==> src/rtl/vga_window_display.sv <==
// VGA raster engine: parametrised sync timing, a runtime-positioned and scaled image
// window fetched from an external frame RAM, plus border and background fill.
module vga_window_display #(
   parameter int          H_ACTIVE     = 640,
   parameter int          H_FP         = 16,
   parameter int          H_SYNC       = 96,
   parameter int          H_BP         = 48,
   parameter int          V_ACTIVE     = 480,
   parameter int          V_FP         = 10,
   parameter int          V_SYNC       = 2,
   parameter int          V_BP         = 33,
   parameter int          IMG_W_LOG2   = 8,
   parameter int          IMG_H_LOG2   = 7,
   parameter int          RD_LAT       = 1,
   parameter int          BORDER_W     = 2,
   parameter logic [11:0] BORDER_COLOR = 12'hF00,
   parameter logic [11:0] BG_COLOR     = 12'h000
) (
   input  logic                             clk25M,
   input  logic                             reset_n,
   input  logic [10:0]                      x_pos,
   input  logic [10:0]                      y_pos,
   input  logic [1:0]                       scale,
   input  logic [5:0]                       rgb,
   output logic [IMG_W_LOG2+IMG_H_LOG2-1:0] addr,
   output logic                             VGA_HSYNC,
   output logic                             VGA_VSYNC,
   output logic                             VGA_DE,
   output logic                             frame_start,
   output logic [11:0]                      VGA_D
);

   localparam int H_TOTAL = H_ACTIVE + H_FP + H_SYNC + H_BP;
   localparam int V_TOTAL = V_ACTIVE + V_FP + V_SYNC + V_BP;
   localparam int LAT     = RD_LAT + 2;

   localparam logic [11:0] H_LAST   = 12'(H_TOTAL - 1);
   localparam logic [11:0] V_LAST   = 12'(V_TOTAL - 1);
   localparam logic [11:0] H_ACT    = 12'(H_ACTIVE);
   localparam logic [11:0] V_ACT    = 12'(V_ACTIVE);
   localparam logic [11:0] HS_START = 12'(H_ACTIVE + H_FP);
   localparam logic [11:0] HS_END   = 12'(H_ACTIVE + H_FP + H_SYNC);
   localparam logic [11:0] VS_START = 12'(V_ACTIVE + V_FP);
   localparam logic [11:0] VS_END   = 12'(V_ACTIVE + V_FP + V_SYNC);
   localparam logic [11:0] BW       = 12'(BORDER_W);
   localparam logic [11:0] IMG_W    = 12'(2 ** IMG_W_LOG2);
   localparam logic [11:0] IMG_H    = 12'(2 ** IMG_H_LOG2);
   localparam logic [10:0] XS_RST   = 11'((H_ACTIVE - 2 ** IMG_W_LOG2) / 2);
   localparam logic [10:0] YS_RST   = 11'((V_ACTIVE - 2 ** IMG_H_LOG2) / 2);

   // hs/vs carry the asserted-sync sense so a cleared stage reads as idle
   typedef struct packed {
      logic hs;
      logic vs;
      logic active;
      logic win;
      logic border;
      logic fs;
   } flags_t;

   logic [11:0] hcnt, vcnt;
   logic [10:0] xs, ys;
   logic [1:0]  shift;

   always_ff @(posedge clk25M) begin
      if (!reset_n) begin
         hcnt <= '0;
         vcnt <= '0;
      end else if (hcnt == H_LAST) begin
         hcnt <= '0;
         vcnt <= (vcnt == V_LAST) ? 12'd0 : vcnt + 12'd1;
      end else begin
         hcnt <= hcnt + 12'd1;
      end
   end

   always_ff @(posedge clk25M) begin
      if (!reset_n) begin
         xs    <= XS_RST;
         ys    <= YS_RST;
         shift <= 2'd0;
      end else if (hcnt == H_LAST && vcnt == V_LAST) begin
         xs    <= x_pos;
         ys    <= y_pos;
         shift <= (scale == 2'd3) ? 2'd2 : scale;
      end
   end

   logic [11:0]           hoff, voff, w_span, h_span;
   logic [IMG_W_LOG2-1:0] ix;
   logic [IMG_H_LOG2-1:0] iy;
   logic                  active0, win0;
   flags_t                flags0;

   always_comb begin
      hoff    = hcnt - {1'b0, xs};
      voff    = vcnt - {1'b0, ys};
      w_span  = IMG_W << shift;
      h_span  = IMG_H << shift;
      ix      = IMG_W_LOG2'(hoff >> shift);
      iy      = IMG_H_LOG2'(voff >> shift);
      active0 = (hcnt < H_ACT) && (vcnt < V_ACT);
      win0    = active0 && (hcnt >= {1'b0, xs}) && (hoff < w_span)
                        && (vcnt >= {1'b0, ys}) && (voff < h_span);
      flags0.hs     = (hcnt >= HS_START) && (hcnt < HS_END);
      flags0.vs     = (vcnt >= VS_START) && (vcnt < VS_END);
      flags0.active = active0;
      flags0.win    = win0;
      flags0.border = active0 && ((hcnt < BW) || (hcnt + BW >= H_ACT) ||
                                  (vcnt < BW) || (vcnt + BW >= V_ACT));
      flags0.fs     = (hcnt == 12'd0) && (vcnt == 12'd0);
   end

   always_ff @(posedge clk25M) begin
      if (!reset_n) addr <= '0;
      else          addr <= win0 ? {iy, ix} : '0;
   end

   // LAT-1 stages here; the output register supplies the last one
   flags_t pipe [LAT-1];

   always_ff @(posedge clk25M) begin
      if (!reset_n) begin
         for (int i = 0; i < LAT - 1; i++) pipe[i] <= '0;
      end else begin
         pipe[0] <= flags0;
         for (int i = 1; i < LAT - 1; i++) pipe[i] <= pipe[i-1];
      end
   end

   flags_t      tail;
   logic [11:0] pix;

   always_comb begin
      tail = pipe[LAT-2];
      pix  = 12'h000;
      if (!tail.active)   pix = 12'h000;
      else if (tail.win)  pix = {rgb[1], rgb[1], rgb[0], rgb[0],
                                 rgb[3], rgb[3], rgb[2], rgb[2],
                                 rgb[5], rgb[5], rgb[4], rgb[4]};
      else if (tail.border) pix = BORDER_COLOR;
      else                pix = BG_COLOR;
   end

   always_ff @(posedge clk25M) begin
      if (!reset_n) begin
         VGA_HSYNC   <= 1'b1;
         VGA_VSYNC   <= 1'b1;
         VGA_DE      <= 1'b0;
         frame_start <= 1'b0;
         VGA_D       <= 12'h000;
      end else begin
         VGA_HSYNC   <= ~tail.hs;
         VGA_VSYNC   <= ~tail.vs;
         VGA_DE      <= tail.active;
         frame_start <= tail.fs;
         VGA_D       <= pix;
      end
   end

endmodule

==> config.mk <==
export PLATFORM = sky130hd
export DESIGN_NAME = vga_window_display
export DESIGN_NICKNAME = d
export VERILOG_FILES = /design/src/rtl/vga_window_display.sv
export SDC_FILE = /design/constraint.sdc
export NUM_CORES = 1
export LEC_CHECK = 0
export CORE_MARGIN = 2
export CORE_UTILIZATION = 60
export DETAILED_ROUTE_END_ITERATION = 8
export PLACE_DENSITY = 0.82
export SETUP_SLACK_MARGIN = 0.02
export SYNTH_ARGS = -nofsm -noshare
export SYNTH_HDL_FRONTEND = slang
export SYNTH_SLANG_ARGS = --single-unit
export TNS_END_PERCENT = 10
==> constraint.sdc <==
create_clock -name clk25M -period 7.3 [get_ports clk25M]
set_clock_uncertainty 0.1 [all_clocks]
set_input_delay 0.73 -clock clk25M [delete_from_list [all_inputs] [get_ports clk25M]]
set_output_delay 0.73 -clock clk25M [all_outputs]
set_load 0.005 [all_outputs]
==> results of run 1 <==
-- kinds of logic after synthesis --
group,count (synthesis),share of synthesized area
DFF,85,0.330
and+or+nand+nor,259,0.256
buffers and inverters,69,0.0611
xor gates and xnor gates,33,0.0560
adders and majority gates,36,0.0902
muxes,13,0.0327
AOI/OAI and AO/OA,119,0.175
-- flip-flops by register name (all words and copies together) (netlist names) --
| register | count |
|---|---|
| ys | 11 |
| pipe | 12 |
| xs | 11 |
| addr | 15 |
| VGA_VSYNC | 1 |
| VGA_DE | 1 |
| shift | 2 |
| VGA_D | 6 |
| VGA_HSYNC | 1 |
| vcnt | 12 |
| hcnt | 12 |
| frame_start | 1 |
-- where the power goes --
group,internal (mW),switching [mW]
clock,0.135,0.184
sequential,0.467,0.00363
combinational,0.0318,0.0257
total,0.634,0.213
-- area by class of cell --
type                    count  area share
clock buffers              10      0.0232
clock inverters             5     0.00695
inverters                  37      0.0234
multi-input cells         460       0.530
flip-flops and latches     85       0.286
well taps                 105      0.0221
repair buffers             65       0.108
-- cells in the final DEF, fill, tap and decap left out, drive strengths merged, types with 3 or more instances in the layout --
master and count:
o2111ai 3, or4 3, nand3 18, nor4 8, buf 3, a2111oi 10, nor3 18, xor2 11
mux2i 9, nand3b 5, or3 5, clkbuf 10, dfxtp 85, a31oi 4, clkdlybuf4s50 62, o211ai 9
a21o 4, nor2b 9, nand4 9, nand2 76, and2 20, and3 5, nor2 65, a21boi 22
nor3b 5, o22ai 5, mux4 3, xnor2 22, nand2b 6, o21ai 13, a211oi 6, inv 39
a21oi 19, ha 34, o21a 7
-- worst max-delay path: cells and delay by family (launching register included) --
kind / cells / cell delay [ns]
flip-flops: 1 / 0.45
AO/OA/AOI/OAI: 7 / 1.99
adder cells (fa/ha/maj): 3 / 0.96
AND/OR/NAND/NOR: 3 / 0.49
buffers and inverters: 1 / 0.10
-- per-stage QoR --
stage,hold WS [ns],utilization,worst slack (ns),power (mW),cell area (µm²)
global route,0.314,0.716,2.65,0.877,5940
global placement,0.265,0.694,3.45,0.537,5760
detailed placement,0.262,0.694,3.23,0.539,5760
floorplan,0.252,-,3.84,0.510,5160
finish,0.287,0.716,3.06,0.847,5940
CTS,0.294,0.716,3.13,0.851,5940
-- layer usage --
metal | global-route usage | vias up | routed length, µm
li1 | - | 2234 | -
met1 | 0.379 | 2165 | 5850
met2 | 0.454 | 162 | 6040
met3 | 0.0361 | 21 | 768
met4 | 0.0953 | 0 | 232
met5 | 0 | - | 0
-- worst min-delay path by stage --
stage,to,slack [ns],cells after the start
global route,VGA_HSYNC,0.31,1
finish,VGA_HSYNC,0.29,1
CTS,VGA_HSYNC,0.29,1
detailed placement,VGA_HSYNC,0.26,1
global placement,VGA_HSYNC,0.27,1
floorplan,VGA_HSYNC,0.25,1
==> PnR_summary.wiki, run 1 <==
{| class="wikitable"
! Metric !! Value
|-
| Area of the multi-input gates || ~3100 µm²
|-
| Post-synthesis instance area || about 5200 µm²
|-
| Count of clock tree sinks || 85
|-
| Number of synthesized register bits || between 80 and 90
|-
| Maximum fanout along the worst path || 16
|-
| Relative slew slack || 0.281
|-
| Highest attainable clock frequency || 236 MHz
|-
| Kind of end point of the critical path || register
|-
| Ratio of total power to cell area || 143 nW/µm²
|-
| Pin count of the biggest net entering global routing || 44
|-
| Buffers from clock root to sink, at most || 2
|-
| H-tree lvl count || 3
|-
| Crit path capture || addr[0]
|-
| CP most frequent cell || sky130_fd_sc_hd__ha_1
|-
| Most area-consuming cells after synthesis || sky130_fd_sc_hd__dfxtp_1 (33%), sky130_fd_sc_hd__ha_1 (8.2%), sky130_fd_sc_hd__nand2_1 (5.4%)
|-
| Antenna Diode Count || 0
|-
| Antenna violation net count after detailed routing || 0
|-
| Proportion of synthesized flip-flops having asynchronous set or reset || 0
|-
| Clock latency at the later pin of the worst-skew pair || roughly 0.37 ns
|-
| Routed WL || between 10 and 15 mm
|-
| Worst min-delay path category || register to register
|-
| Startpoint of the most critical setup path || vcnt[0]
|-
| Number of placed cells counting well taps || between 700 and 800
|-
| Number of distinct standard cells referenced by the synthesized netlist || a little under 70
|-
| Clock buffers created by TritonCTS || 9
|-
| Post-route insts no fill || roughly 770
|-
| Library cell with the highest instance count after synthesis || sky130_fd_sc_hd__dfxtp_1
|-
| Aggregate global-route resource usage || 0.278
|-
| Clk pin slew, worst setup/hold paths || 0.09 ns
|-
| Top post-synthesis cells by count || sky130_fd_sc_hd__dfxtp_1 (85), sky130_fd_sc_hd__nand2_1 (74), sky130_fd_sc_hd__nor2_1 (65)
|-
| Violation count after the first detailed-routing iteration || between 300 and 400
|-
| Post-synth EDFFs || 0
|-
| Startpoint of the worst-slack reg-to-reg timing path || vcnt[0]
|-
| Overall die height || between 90 and 100 µm
|-
| Launch instance of the worst min-delay path || pipe[0][11]
|-
| Final Setup Violations || 0
|-
| Synth Net Count || around 700
|-
| CTS root buf || sky130_fd_sc_hd__clkbuf_8
|-
| Ratio of cells with drive above 1 in the final layout || 0.0589
|-
| I/O pin cnt || 63
|-
| Routed WL per cell || between 15 and 20 µm
|-
| Detailed Place HPWL || 9.51 mm
|-
| Wire length of the first global-routing pass || 21.3 mm
|-
| Total of max-cap violations || 0
|-
| Number of resized instances in the post-cts repair step || 0
|-
| Post-synthesis instance total || about 610
|-
| Critical path startpoint category || register
|-
| # port buffers || 62
|-
| Leakage power || between 2 and 2.5 nW
|-
| Die Outline Area || roughly 9400 µm²
|-
| Post-synth top area cell || sky130_fd_sc_hd__dfxtp_1
|-
| Register Area || roughly 1700 µm²
|-
| Remaining Overflow, GRT || 0
|-
| End of the worst register-to-register path || addr[0]
|-
| Gp weighted congestion || 0.947
|-
| Filler cell count in the final layout || 714
|-
| Iteration count of the initial detailed-routing pass || 5
|-
| Fin. max-slew vios || 0
|-
| CP max-delay cell || sky130_fd_sc_hd__a221o_1
|-
| RSZ-0062 raised after global routing || false
|-
| Core area || between 8000 and 9000 µm²
|-
| DR vias || about 4600
|-
| Number of hold buffers added after cts || 0
|-
| Cells along the critical path || inv_1, ha_1, fa_1, nor2b_1, o2111ai_1, a21o_1, a211oi_1, ha_1, o21ai_0, a21oi_1, nor4_1, nand3_1, a221o_1, a2111oi_0
|-
| Worst R2R Setup Slack || between 3 and 4 ns
|-
| Number of warnings reported in the yosys synthesis log || 0
|-
| Top-area cell type share of the netlist area || 0.330
|-
| Final period utilization || 0.580
|-
| Critical setup path kind || register to register
|-
| Worst-Margin Slew || around 1.1 ns
|-
| Initial core utilization || 0.622
|-
| # DRC || 0
|-
| Area added between synthesis and finish || 15.1%
|-
| Setup Fix Bufs, Post-CTS || 0
|-
| Synthesized area divided by synthesized cell count || 8.41 µm²
|-
| Share of the yosys chip area belonging to registers || 0.330
|-
| Post-layout min period || 4.24 ns
|-
| Hold violation total from the final report || 0
|-
| Flip-flop cell with the highest count after synthesis || sky130_fd_sc_hd__dfxtp_1
|-
| Post-DR vias/cell || ~6.0
|-
| Post-route setup TNS || 0 ns
|-
| Clock tree from TritonCTS || yes
|-
| Number of cells on the worst reg-to-reg path || 14
|-
| Critical path data required time || 7.44 ns
|-
| Outcome || complete, no violations
|-
| Critical path's largest stage delay || 0.56 ns
|-
| Arrival time at the worst endpoint || approximately 4.4 ns
|-
| Number of standard-cell rows in the floorplan || 33
|-
| # nets final || approximately 730
|-
| Maximum resistive drop on vdd || about 150 µV
|-
| Vias in the first global route || ~4300
|-
| Horizontal extent of the die || between 90 and 100 µm
|-
| Antenna violations before repair || 0
|}
Note: power is estimated with default switching activity, not from simulation.
==> inputs of run 2 (changes only) <==
- CORE_UTILIZATION: 60 -> 51
- PLACE_DENSITY: 0.82 -> 0.74
- clock period: 7.3 -> 3.8 ns (I/O delays scaled with it)
==> PnR_summary.wiki, run 2 (synthesis gave the netlist of run 1 again) <==
{| class="wikitable"
! Metric !! Value
|-
| CP max-delay cell || sky130_fd_sc_hd__fa_1
|-
| Worst R2R Setup Slack || between 0.2 and 0.25 ns
|-
| Register name with the most flops || addr
|-
| Fin. max-slew vios || 0
|-
| Buffers from clock root to sink, at most || 2
|-
| Max reg flops || 15
|-
| Worst-Margin Slew || between 0.9 and 1 ns
|-
| Clock buffers created by TritonCTS || 9
|-
| Hold violation total from the final report || 0
|-
| Detailed Place HPWL || 9.56 mm
|-
| Die Outline Area || around 11000 µm²
|-
| Clock latency at the later pin of the worst-skew pair || around 0.37 ns
|-
| Kind of end point of the critical path || register
|-
| Commonest non-fill, non-tap cells in the layout || sky130_fd_sc_hd__dfxtp_1 (81), sky130_fd_sc_hd__nand2_1 (74), sky130_fd_sc_hd__nor2_1 (65), sky130_fd_sc_hd__clkdlybuf4s50_1 (62), sky130_fd_sc_hd__inv_1 (35)
|-
| Horizontal extent of the die || approximately 100 µm
|-
| Antenna violation net count after detailed routing || 0
|-
| Post-route setup TNS || 0 ns
|-
| Violation count after the first detailed-routing iteration || between 150 and 200
|-
| Total of max-cap violations || 0
|-
| Number of cells on the worst reg-to-reg path || 15
|-
| Ratio of cells with drive above 1 in the final layout || 0.134
|-
| Post-DR vias/cell || ~5.6
|-
| DR vias || roughly 4600
|-
| Placement-stage cell area || around 6000 µm²
|-
| Count of clock tree sinks || between 80 and 90
|-
| Antenna violations before repair || 0
|-
| Maximum fanout along the worst path || 8
|-
| Routed WL || between 10 and 15 mm
|-
| Routed WL per cell || around 16 µm
|-
| # DRC || 0
|-
| Critical path data required time || 3.97 ns
|-
| Clk pin slew, worst setup/hold paths || ~0.08 ns
|-
| Gp weighted congestion || ~0.95
|-
| Initial core utilization || 0.526
|-
| # port buffers || just over 60
|-
| Area added between synthesis and finish || 23.9%
|-
| Aggregate global-route resource usage || 0.236
|-
| H-tree lvl count || 3
|-
| Critical path startpoint category || register
|-
| Antenna Diode Count || 0
|-
| Startpoint of the most critical setup path || hcnt[0]
|-
| Pin count of the biggest net entering global routing || 43
|-
| Relative slew slack || 0.349
|-
| Final period utilization || 0.939
|-
| Internal Dissipation || ~1.3 mW
|-
| CTS root buf || sky130_fd_sc_hd__clkbuf_8
|-
| Maximum resistive drop on vdd || about 200 µV
|-
| Clock network fraction of design power || 0.401
|-
| Wire length of the first global-routing pass || 20.8 mm
|-
| Critical setup path kind || register to register
|-
| Final Setup Violations || 0
|-
| Startpoint of the worst-slack reg-to-reg timing path || hcnt[0]
|-
| Leading cell type in the layout, fill and taps excluded || sky130_fd_sc_hd__dfxtp_1
|-
| Critical path's largest stage delay || 0.42 ns
|-
| Worst min-delay path category || register to register
|-
| Crit path capture || addr[12]
|-
| CP most frequent cell || sky130_fd_sc_hd__ha_1
|-
| Leakage power || around 2.3 nW
|-
| Number of hold buffers added after cts || 0
|-
| Iteration count of the initial detailed-routing pass || 5
|-
| Vias in the first global route || approximately 4200
|-
| Hold slack || approximately 0.28 ns
|-
| Net switching fraction of the power || 0.233
|-
| Share of power burned in registers || 0.532
|-
| Remaining Overflow, GRT || 0
|-
| Core area || around 9800 µm²
|-
| # nets final || 752
|-
| Comb power frac || 0.068
|-
| I/O pin cnt || 63
|-
| Number of standard-cell rows in the floorplan || 36
|-
| End of the worst register-to-register path || addr[12]
|-
| Power after layout || roughly 1.7 mW
|-
| Ratio of total power to cell area || about 270 nW/µm²
|-
| Post-layout min period || 3.57 ns
|-
| Post-route standard cell area excluding fillers || between 6000 and 7000 µm²
|-
| Cells along the critical path || inv_1, ha_1, fa_1, nor2b_1, o21bai_1, a211o_1, nand4b_1, ha_1, o21ai_0, nand2_1, o211ai_1, nand3_1, a221o_1, buf_6, a2111oi_2
|-
| Clock tree from TritonCTS || yes
|-
| Arrival time at the worst endpoint || 3.73 ns
|-
| Highest attainable clock frequency || 280 MHz
|-
| Outcome || complete, no violations
|-
| Switching power || 0.395 mW
|-
| Post-layout util || 0.652
|-
| Overall die height || about 100 µm
|}
run 2: cell type report:
class                      instances  area [µm²]
clock buffer                      12         155
clock inverter                     4        55.1
fill                             836        3420
inverter                          37         139
multi-input combinational        460        3330
sequential                        85        1710
tap                              133         166
timing repair buffer              91         842
run 2: what timing repair did:
item	in CTS	in global routing
setup endpoints to repair	1	15
pin swaps	0	11
cloned	0	0
buffers inserted	0	5
resized for setup	1	41
run 2: power by group through the flow:
| stage | Sequential, mW | Clock, mW | Combinational [mW] |
|---|---|---|---|
| after floorplan | 0.923 | 0 | 0.0571 |
| after global placement | 0.924 | 0 | 0.110 |
| after detailed placement | 0.924 | 0 | 0.111 |
| after CTS | 0.903 | 0.691 | 0.112 |
| after global routing | 0.904 | 0.734 | 0.125 |
| final | 0.903 | 0.680 | 0.115 |
run 2: how the worst min path moves through the flow:
stage | from | endpoint | slack (ns) | depth (start not counted)
final | pipe[0][11] | VGA_HSYNC | 0.28 | 1
after global routing | pipe[0][11] | VGA_HSYNC | 0.30 | 1
after CTS | pipe[0][11] | VGA_HSYNC | 0.29 | 1
after detailed placement | pipe[0][11] | VGA_HSYNC | 0.27 | 1
after global placement | pipe[0][11] | VGA_HSYNC | 0.25 | 1
after floorplan | pipe[0][11] | VGA_HSYNC | 0.25 | 1
run 2: metal layers:
metal  wire length, µm  vias to the layer above  GRT usage  part of all wire
li1                  -                     2289          -                 -
met1              6240                     2136      0.335              0.48
met2              5830                      141      0.373              0.45
met3               756                       15     0.0462             0.058
met4               153                        0     0.0543             0.012
met5                 0                        -          0                 0
run 2: critical path: cells and delay by family (launching register included):
kind / cells / cell delay (ns)
AOI/OAI and AO/OA: 6 / 1.32
adders and majority gates: 3 / 0.91
DFF: 1 / 0.36
and+or+nand+nor: 4 / 0.54
buffers and inverters: 2 / 0.27
run 2: metrics by stage:
| step | setup WS (ns) | instances |
|---|---|---|
| global route | -0.0176 | 822 |
| floorplan | 0.337 | 614 |
| finish | 0.234 | 822 |
| detailed placement | 0.00130 | 801 |
| CTS | 0.0442 | 817 |
| global placement | 0.280 | 801 |
